## src/rtl/onehot_strobe_pkg.sv

```systemverilog
// Shared types and sizing helpers for the one-hot strobe decoder.
package onehot_strobe_pkg;

  typedef enum logic {IDLE, DRIVE} state_t;

  localparam int HOLD_MAX = 255;

  // Smallest width (at least 1) whose range covers value distinct codes.
  function automatic int clog2_w(input int value);
    int w;
    w = 1;
    while ((1 << w) < value) w = w + 1;
    return w;
  endfunction

endpackage

```

## src/rtl/onehot_strobe_decoder_if.sv

```systemverilog
// Index handshake bundle: the source drives in_valid/A/en, the decoder answers with in_ready.
interface onehot_strobe_decoder_if #(
  parameter int N = 3
);
  logic         in_valid;
  logic         in_ready;
  logic [N-1:0] A;
  logic         en;

  modport master (output in_valid, A, en, input in_ready);
  modport slave  (input in_valid, A, en, output in_ready);
endinterface

```

## src/rtl/onehot_decoder_comb.sv

```systemverilog
// Combinational N-to-2**N one-hot decoder with enable; all-zero output when en is low.
module onehot_decoder_comb #(
  parameter int N = 3
) (
  input  logic [N-1:0]    A,
  input  logic            en,
  output logic [2**N-1:0] Y
);

  always_comb begin
    Y = '0;
    if (en) Y[A] = 1'b1;
  end

endmodule

```

## src/rtl/onehot_strobe_decoder.sv

```systemverilog
// Drives a registered one-hot strobe for HOLD cycles per accepted index; done pulses in the last cycle.
// ONEHOT_STROBE_SKID_EN adds a one-entry buffer so back-to-back strobes run seamlessly.
module onehot_strobe_decoder
  import onehot_strobe_pkg::*;
#(
  parameter int N    = 3,
  parameter int HOLD = 2
) (
  input  logic                     clk,
  input  logic                     reset,
  onehot_strobe_decoder_if.slave   in_if,
  output logic [2**N-1:0]          Y,
  output logic                     busy,
  output logic                     done
);

  if (HOLD < 1 || HOLD > HOLD_MAX) begin : g_bad_hold
    $error("onehot_strobe_decoder: HOLD out of range");
  end

  localparam int            CW       = clog2_w(HOLD + 1);
  localparam logic [CW-1:0] CNT_LOAD = CW'(HOLD - 1);

  state_t          state;
  logic [CW-1:0]   count;
  logic            take;
  logic            start;
  logic [N-1:0]    dec_a;
  logic            dec_en;
  logic [2**N-1:0] dec_y;

  assign take = in_if.in_valid && in_if.in_ready;

`ifdef ONEHOT_STROBE_SKID_EN
  logic [N-1:0] a_b;
  logic         en_b;
  logic         full_b;
  logic         last;
  logic         use_buf;

  assign last    = (state == DRIVE) && (count == '0);
  assign use_buf = last && full_b;
  assign in_if.in_ready = (state == IDLE) || !full_b;
  // A buffered index wins the final cycle; otherwise a fresh index may start directly.
  assign start  = (state == IDLE) ? take : (last && (full_b || take));
  assign dec_a  = use_buf ? a_b  : in_if.A;
  assign dec_en = use_buf ? en_b : in_if.en;
`else
  assign in_if.in_ready = (state == IDLE);
  assign start  = take;
  assign dec_a  = in_if.A;
  assign dec_en = in_if.en;
`endif

  onehot_decoder_comb #(.N(N)) u_dec (
    .A  (dec_a),
    .en (dec_en),
    .Y  (dec_y)
  );

  always_ff @(posedge clk or posedge reset) begin
    if (reset) begin
      state <= IDLE;
      count <= '0;
      Y     <= '0;
      busy  <= 1'b0;
      done  <= 1'b0;
`ifdef ONEHOT_STROBE_SKID_EN
      a_b    <= '0;
      en_b   <= 1'b0;
      full_b <= 1'b0;
`endif
    end else begin
      case (state)
        IDLE: begin
          if (start) begin
            state <= DRIVE;
            count <= CNT_LOAD;
            Y     <= dec_y;
            busy  <= 1'b1;
            done  <= (CNT_LOAD == '0);
          end else begin
            done <= 1'b0;
          end
        end
        DRIVE: begin
          if (count == '0) begin
            if (start) begin
              count <= CNT_LOAD;
              Y     <= dec_y;
              done  <= (CNT_LOAD == '0);
            end else begin
              state <= IDLE;
              Y     <= '0;
              busy  <= 1'b0;
              done  <= 1'b0;
            end
          end else begin
            count <= count - CW'(1);
            done  <= (count == CW'(1));
          end
        end
        default: begin
          state <= IDLE;
          Y     <= '0;
          busy  <= 1'b0;
          done  <= 1'b0;
        end
      endcase
`ifdef ONEHOT_STROBE_SKID_EN
      if (take && state == DRIVE && !last) begin
        a_b    <= in_if.A;
        en_b   <= in_if.en;
        full_b <= 1'b1;
      end else if (use_buf) begin
        full_b <= 1'b0;
      end
`endif
    end
  end

endmodule

```

## src/flat_wrapper.sv

```systemverilog
// flat-port wrapper written by rule: the top's interface ports become plain ports
module onehot_strobe_decoder_flat import onehot_strobe_pkg::*;
#(
  parameter int N    = 3,
  parameter int HOLD = 2
)
  (clk, reset, Y, busy, done, in_if_in_valid, in_if_A, in_if_en, in_if_in_ready);
  onehot_strobe_decoder_if #(.N(N)) in_if_i ();
  input  logic clk;
  input  logic reset;
  output logic [2**N-1:0] Y;
  output logic busy;
  output logic done;
  input wire logic [$bits(in_if_i.in_valid)-1:0] in_if_in_valid;
  input wire logic [$bits(in_if_i.A)-1:0] in_if_A;
  input wire logic [$bits(in_if_i.en)-1:0] in_if_en;
  output wire logic [$bits(in_if_i.in_ready)-1:0] in_if_in_ready;
  assign in_if_i.in_valid = in_if_in_valid;
  assign in_if_i.A = in_if_A;
  assign in_if_i.en = in_if_en;
  assign in_if_in_ready = in_if_i.in_ready;
  onehot_strobe_decoder #(.N(N), .HOLD(HOLD)) u_core (.clk(clk), .reset(reset), .in_if(in_if_i), .Y(Y), .busy(busy), .done(done));
endmodule
```

## config.mk

```make
export PLATFORM = sky130hd
export DESIGN_NAME = onehot_strobe_decoder_flat
export DESIGN_NICKNAME = d
export VERILOG_FILES = /design/src/rtl/onehot_strobe_pkg.sv /design/src/rtl/onehot_strobe_decoder_if.sv /design/src/rtl/onehot_decoder_comb.sv /design/src/rtl/onehot_strobe_decoder.sv /design/src/flat_wrapper.sv
export SDC_FILE = /design/constraint.sdc
export NUM_CORES = 1
export LEC_CHECK = 0
export CORE_UTILIZATION = 40
export DETAILED_ROUTE_END_ITERATION = 16
export GPL_TIMING_DRIVEN = 0
export HOLD_SLACK_MARGIN = 0.12
export PLACE_DENSITY = 0.81
export SYNTH_ARGS = -nofsm -noshare
export SYNTH_HDL_FRONTEND = slang
export SYNTH_SLANG_ARGS = --single-unit
```

## constraint.sdc

```tcl
create_clock -name clk -period 1.4 [get_ports clk]
set_input_delay 0.21 -clock clk [delete_from_list [all_inputs] [get_ports clk]]
set_output_delay 0.21 -clock clk [all_outputs]
set_load 0.01 [all_outputs]
```

# [Word-level counts from Yosys, hierarchy flattened]
# Index checks and enable logic that the tools add are counted.
[totals] reg_bits=13 in_bits=7 out_inout_bits=11 wordCells=37
[classes] add_sub_neg=1 order_cmp=2 eq_ne=4 mux=19 bitwise=1 reduce_logical=5
[ops] operator="2-to-1 mux 8 bit" count=4
[ops] operator="case mux 8 bit (2 select lines)" count=1
[ops] operator="2-to-1 mux 1 bit" count=7
[ops] operator="!= test 2 bit (second input constant)" count=3
[ops] operator="case mux 1 bit (2 select lines)" count=3
[ops] operator="< comparator 3 x 4 -> 1 bit (second input constant)" count=1
[ops] operator="2-to-1 mux 2 bit" count=2
[ops] operator="case mux 2 bit (2 select lines)" count=1
[ops] operator="demux 1 bit (select 3 bit)" count=1
[ops] operator="greater-or-equal comparator 3 x 1 -> 1 bit (second input constant)" count=1
[ops] operator="AND reduction 3 bit" count=1
[ops] operator="equality test 2 x 1 -> 1 bit (second input constant)" count=1
[ops] operator="logical AND 1 bit" count=2
[ops] operator="zero test 2 bit" count=1
[ops] operator="AND reduction 2 bit" count=1
[ops] operator="subtractor 2 x 1 -> 2 bit (second input constant)" count=1
[ops] operator="NOT 1 bit" count=1

# [Depth between registers and ports, before layout]
# Gate-level depths: netlist (run 1).
[logic_depth] ltp_word=8 ltp_mapped=3 depth_no_buf=2

# [By module]
# Synthesis (run 1) repeated with hierarchy kept, for this count alone.
[hier_totals] hier_cells=62 hier_area_um2=710.7
[modules_own_cells] module="onehot_strobe_decoder" n_inst=1 cells_each=54 area_per_inst_um2=614.3 seq_area_each_um2=325.3
[modules_own_cells] module="onehot_decoder_comb" n_inst=1 cells_each=8 area_per_inst_um2=96.3 seq_area_each_um2=0.0

# [Least setup slack after synthesis (run 1)]
# OpenSTA, ideal clock, no wires.
[synth_path] path_kind="register -> register" from="register u_core.state" to="register u_core.Y[0]" setup_ns=0.135 arrival_ns=0.871 required_ns=1.265 setup_slack_ns=0.395 path_stages_with_launch=3 n_path_buf=0 period_less_slack_ns=1.005 path_cell_list="dfrtp_1 > nor3b_4 > o32ai_1"
[synth_via] elab_chain_cells=5 word_cells_on_any_way=8 classes_between="eq/ne: 2; mux: 3; bitwise: 1; reduce/logical: 2"
[synth_lines] element="start, declared" line="onehot_strobe_decoder.sv:24" text="state_t state;"
[synth_lines] element="start signal, assigned" line="onehot_strobe_decoder.sv:63" text="state <= IDLE;"
[synth_lines] element="start signal, assigned" line="onehot_strobe_decoder.sv:77" text="state <= DRIVE;"
[synth_lines] element="start signal, assigned" line="onehot_strobe_decoder.sv:93" text="state <= IDLE;"
[synth_lines] element="NOT 1 bit" line="onehot_strobe_decoder.sv:49, onehot_strobe_decoder.sv:74"
[synth_lines] element="logical AND 1 bit" line="onehot_strobe_decoder.sv:32" text="assign take = in_if.in_valid && in_if.in_ready;"
[synth_lines] element="2-to-1 mux 8 bit" line="onehot_strobe_decoder.sv:88" text="if (start) begin"
[synth_lines] element="2-to-1 mux 8 bit" line="onehot_strobe_decoder.sv:87" text="if (count == '0) begin"
[synth_lines] element="case mux 8 bit (2 select lines)" line="onehot_strobe_decoder.sv:74" text="case (state)"
[synth_lines] element="end signal, assigned" line="onehot_strobe_decoder.sv:79" text="Y <= dec_y;"
[synth_lines] element="end signal, assigned" line="onehot_strobe_decoder.sv:90" text="Y <= dec_y;"
[synth_lines] element="end, declared" line="onehot_strobe_decoder.sv:12" text="output logic [2**N-1:0] Y,"
# Several ways; a longest one is shown, not always the timed one. The select of a mux whose other input is x is not followed.
# A chain may end at the register's enable or synchronous reset.

# [Worst setup path after layout (run 1)]
[layout_path] from="register u_core.Y[0]" to="output Y[0]"
[layout_lines] element="end, declared" line="flat_wrapper.sv:11" text="output logic [2**N-1:0] Y;"
# No word-level cell between the ends.

==> summary.txt, run 1 <==
Outcome
  – Run status: finished clean

Setup path
  – Slowest stage delay, CP: 0.53 ns
  – CP endpoint kind: output pin
  – Startpoint Class: flop
  – WP data required: 1.19 ns
  – CP Class: flop to output pin
  – WP data arrival: 1.14 ns
  – WP buf/inv: 1
  – Slowest stage cell on the critical path: clkdlybuf4s50_1
  – Crit-path max FO: 2
  – Largest delay share family, worst path: buffers and inverters
  – Crit path cell chain: clkdlybuf4s50_1

Die
  – Die Y: 39.5 um
  – Rows: 13
  – Core box area: 0.00130 mm2
  – IO Pins: 18
  – Die Area: 0.00156 mm2
  – Starting density of the core: 43.2%
  – Die Span X: 39.5 um

Hold path
  – HP Class: input pin to async pin

GRT
  – Largest net degree at the start of global routing: 14
  – Vias in the first global route: 401
  – Total GRT Usage: 18.1%
  – Met1 GRT Util: 23.1%
  – First-pass GRT wire length: 1790 um
  – Top Usage Layer GRT: met2
  – Grt ovf: 0
  – Antenna violations before repair: 0
  – M2 GR Usage: 25.8%
  – Met3 Use GR: 5.11%

Clock network
  – CTS tree: built
  – CTS max path bufs: 2
  – CTS root buf: clkbuf_4
  – Clk Latency, worst-skew pair: 0.28 ns
  – Num CTS Buffers: 3
  – Clock Pin Slew Worst Setup and Hold Paths: 0.08 ns
  – H-tree levels: 1
  – Sink Count: 13

Placement
  – Port Buffer Count: 17
  – RePlAce Congestion: 0.741
  – DPL Wire Length: 750 um

Synth
  – Count of different cell masters after synthesis: 17
  – Synth warnings: 0
  – Sequential share of the synthesized area: 57.9%
  – Cell accounting for the most synthesized area: dfrtp_1
  – Syn_nets: 57
  – Synth top area share: 57.9%
  – Post-synthesis cell area: 562 um2
  – Ranking of synthesized cells by area: dfrtp_1 (58%), o32ai_1 (12%), inv_1 (6.7%)
  – Synth Instances: 50
  – Syn_area_per_cell: 11.2 um2
  – Flops & latches, synth: 13

Final layout
  – Fin util: 61.5%
  – Share of post-route cells with drive strength above 1: 11.1%
  – Area grow syn2layout: 42.5%
  – Register area: 327 um2
  – Area taken by multi-input logic gates: 194 um2
  – Layout fillers: 126
  – Post-layout nets: 80
  – # diodes: 0

Route
  – DRT iter0 DRCs: 1
  – First-pass iteration count of the detailed router: 2
  – Via count: 449
  – Routed wire length: 1130 um
  – Per-cell routed wire length: 13.0 um
  – Residual DRC: 0
  – Routed Antenna Nets: 0
  – Drt via density: 5.16

Timing
  – Max Slew Vio Count: 0
  – Tcrit/Tclk final: 96.4%
  – Setup Viol. Count Final: 0
  – Max Freq: 741 MHz
  – Post-route setup TNS: 0 ns
  – Relative max-transition margin: 68.9%
  – Minimum clock period: 1.35 ns
  – RSZ-0062 raised after global routing: no
  – Setup Skew: 0.00664 ns
  – Final Hold Fails: 0
  – Slew @ Worst Pin: 0.465 ns

Power
  – Max VDD drop: 797 uV
  – Clk pwr share: 19.6%
  – Sw Pwr: 0.000392 W
  – Switching part of the total: 33.2%
  – Flop pwr share: 43.8%
  – Power Dens Cells: 1470 mW/mm2
  – Combinational Power Share: 36.6%
  – LEAKAGE: 0.454 nW
  – Int Pwr: 0.000788 W

Run
  – Max_cap viols: 0
[registers in the layout (all words and copies together), names as in the netlist]
signal,count
u_core.done,1
u_core.state,1
u_core.busy,1
u_core.count,2
u_core.Y,8
[power groups by stage]
stage,Combinational [W],Clock (W),Sequential [W]
final,0.000432,0.000232,0.000517
after global placement,0.000402,0,0.000536
after CTS,0.000438,0.000233,0.000514
after global routing,0.000474,0.000256,0.000525
after floorplan,0.000208,0,0.000549
after detailed placement,0.000409,0,0.000539
[worst paths after layout]
path	from	end	slack [ns]	cells after the start
setup reg to reg	u_core.state	u_core.Y[5]	0.20	3
min in group clk	u_core.Y[6]	u_core.Y[6]	0.54	2
max in group asynchronous	reset	u_core.state	0.81	2
hold / removal	reset	u_core.Y[5]	0.24	2
hold reg to reg	u_core.Y[6]	u_core.Y[6]	0.54	2
setup / recovery	u_core.Y[0]	Y[0]	0.05	1
[routing by layer]
metal	part of all wire [%]	wire (um)
met1	45	506
met4	1.7	19
met3	4.7	53
met5	0	0
met2	49	554
[stage by stage]
step                cells  worst slack (ns)  cell area (um2)  total power (W)  hold slack [ns]
floorplan              50             0.395              562         0.000757           0.0870
global placement       82            0.0737              751         0.000938            0.533
detailed placement     82            0.0601              751         0.000948            0.537
CTS                    87            0.0179              783          0.00119            0.267
global route           87            0.0131              801          0.00125            0.303
finish                 87            0.0500              801          0.00118            0.236
[cells by family after synthesis]
family / share of synthesized area (%)
and+or+nand+nor: 17.4
DFF: 57.9
AOI/OAI and AO/OA: 17.1
buffers and inverters: 7.57
[repair_timing]
item / 4_1_cts / 5_1_grt
endpoints found under the setup margin: 2 / 7
setup buffers: 1 / 0
resized for setup: 3 / 7
pin swaps: 0 / 0
hold buffers: 0 / 0
[cell type report]
cell class | count | area share, %
flip-flops and latches | 13 | 40.8
multi-input cells | 26 | 24.2
repair buffers | 18 | 24.1
inverters | 10 | 4.69
clock buffers | 4 | 3.28
well taps | 15 | 2.34
plain buffers | 1 | 0.625
[cell usage after synthesis (all sizes together)]
library cell and number:
nor2b 2, nor2 2, or2 2, o32ai 8, dfrtp 13, nor3b 1, inv 10, nand4b 1
a21oi 1, buf 1, a21boi 1, nand2b 3, nand4bb 1, o21ai 1, nand2 2, a2bb2oi 1
[placed cells by master (no fill, tap or decap), drive strengths merged]
master | synthesis | final
buf | 1 | 2
dlygate4sd2 | 0 | 2
o21ai | 1 | 1
o32ai | 8 | 8
a21oi | 1 | 1
clkdlybuf4s50 | 0 | 8
nand2b | 3 | 3
a21boi | 1 | 1
dfrtp | 13 | 13
nor2b | 2 | 2
inv | 10 | 10
clkbuf | 0 | 4
nand4b | 1 | 1
nor3b | 1 | 1
or2 | 2 | 2
nand4bb | 1 | 1
dlymetal6s2s | 0 | 7
nor2 | 2 | 2
nand2 | 2 | 2
a2bb2oi | 1 | 1
(Power assumes the default switching activity.)
==> run 2, diff against run 1 <==
--- a/config.mk
+++ b/config.mk
@@ -9,7 +9,7 @@
 export DETAILED_ROUTE_END_ITERATION = 16
 export GPL_TIMING_DRIVEN = 0
 export HOLD_SLACK_MARGIN = 0.12
-export PLACE_DENSITY = 0.81
+export PLACE_DENSITY = 0.8
 export SYNTH_ARGS = -nofsm -noshare
 export SYNTH_HDL_FRONTEND = slang
 export SYNTH_SLANG_ARGS = --single-unit
==> summary.txt, run 2 (synthesis gave the netlist of run 1 again) <==
Setup path
  – Startpoint Class: flop
  – WP buf/inv: 1
  – Slowest stage cell on the critical path: clkdlybuf4s50_1
  – CP endpoint kind: output pin
  – Slowest stage delay, CP: 0.53 ns
  – CP Class: flop to output pin
  – WP data required: 1.19 ns
  – Crit path cell chain: clkdlybuf4s50_1
  – WP data arrival: 1.14 ns
  – Crit-path max FO: 2
  – Largest delay share family, worst path: buffers and inverters

Final layout
  – Commonest non-fill, non-tap cell in the layout: dfrtp_1
  – # diodes: 0
  – Biggest register: u_core.Y
  – Max reg flops: 8
  – Share of post-route cells with drive strength above 1: 11.1%
  – Area grow syn2layout: 42.1%
  – Post-layout nets: 80
  – Most frequent cells in the layout: dfrtp_1 (12), inv_1 (10), clkdlybuf4s50_1 (9)
  – Biggest regs: u_core.Y (8), u_core.count (2)
  – Layout fillers: 117

Clock network
  – Clk Latency, worst-skew pair: 0.27 ns
  – CTS root buf: clkbuf_4
  – Clock Pin Slew Worst Setup and Hold Paths: 0.07 ns
  – CTS max path bufs: 2
  – Num CTS Buffers: 3
  – H-tree levels: 1
  – Sink Count: 13
  – CTS tree: built

GRT
  – Vias in the first global route: 407
  – Total GRT Usage: 19.9%
  – First-pass GRT wire length: 1940 um
  – Antenna violations before repair: 0
  – Grt ovf: 0
  – Largest net degree at the start of global routing: 14

Die
  – Core box area: 0.00130 mm2
  – IO Pins: 18
  – Rows: 13
  – Die Area: 0.00156 mm2
  – Starting density of the core: 43.2%
  – Die Y: 39.5 um
  – Die Span X: 39.5 um

Route
  – Routed wire length: 1140 um
  – First-pass iteration count of the detailed router: 4
  – DRT iter0 DRCs: 9
  – Drt via density: 5.11
  – Via count: 445
  – Routed Antenna Nets: 0
  – Residual DRC: 0
  – Per-cell routed wire length: 13.0 um

Hold path
  – HP Class: input pin to async pin

Placement
  – RePlAce Congestion: 0.778
  – Port Buffer Count: 17
  – DPL Wire Length: 847 um

Timing
  – Max Freq: 740 MHz
  – Worst hold slack: 0.251 ns
  – Setup Skew: 0.000702 ns
  – Max Slew Vio Count: 0
  – Relative max-transition margin: 68.3%
  – Setup Viol. Count Final: 0
  – RSZ-0062 raised after global routing: no
  – Post-route setup TNS: 0 ns
  – Final Hold Fails: 0
  – Minimum clock period: 1.35 ns
  – Slew @ Worst Pin: 0.475 ns
  – Tcrit/Tclk final: 96.6%

Power
  – LEAKAGE: 0.436 nW
  – Power Dens Cells: 1470 mW/mm2
  – Max VDD drop: 809 uV

Outcome
  – Run status: finished clean

Run
  – Max_cap viols: 0
run 2: cell count changes in the layout (fill, tap and decap cells not counted):
cell,previous run,this run
clkdlybuf4s50_1,8,9
dlymetal6s2s_1,7,6
run 2: final timing paths:
check,endpoint,slack (ns),from,depth (start not counted)
min in group clk,u_core.Y[1],0.55,u_core.Y[1],2
worst max-delay path,Y[1],0.05,u_core.Y[1],1
worst min register to register,u_core.Y[1],0.55,u_core.Y[1],2
max in group asynchronous,u_core.state,0.80,reset,2
worst min-delay path,u_core.count[1],0.25,reset,2
worst max register to register,u_core.Y[4],0.22,u_core.state,3
run 2: cell type report:
type,instances,area [um2],area share [%]
flip-flops and latches,13,327,40.9
multi-input cells,26,194,24.3
repair buffers,18,190,23.8
inverters,10,37.5,4.70
clock buffers,4,26.3,3.29
well taps,15,18.8,2.35
plain buffers,1,5.00,0.627
run 2: power breakdown:
group	total (W)	internal [W]	switching, W
logic	0.000434	0.000224	0.000210
clock network	0.000225	0.000110	0.000115
registers	0.000514	0.000455	0.0000595
run 2: metal layers:
layer / wire length (um) / track usage (%) / part of all wire, %
met5: 0 / 0 / 0
met2: 565 / 29.1 / 50
met3: 42 / 3.41 / 3.7
met4: 21 / 12.9 / 1.9
met1: 505 / 26.6 / 44
run 2: what timing repair did:
action | in CTS | in global routing
gates resized for setup | 3 | 6
hold buffers | 0 | 0
hold endpoints to repair | 0 | 0
setup buffers | 1 | 0
endpoints found under the setup margin | 2 | 6
run 2: per-stage QoR:
step	total power, W	cells	cell area (um2)	setup slack [ns]	utilization, %
2_1_floorplan	0.000757	50	562	0.395	-
3_3_place_gp	0.000937	82	751	0.0712	57.7
3_5_place_dp	0.000960	82	751	0.000364	57.7
4_1_cts	0.00119	87	783	0.00676	60.2
5_1_grt	0.00126	87	798	0.00113	61.3
6_report	0.00117	87	798	0.0479	61.3
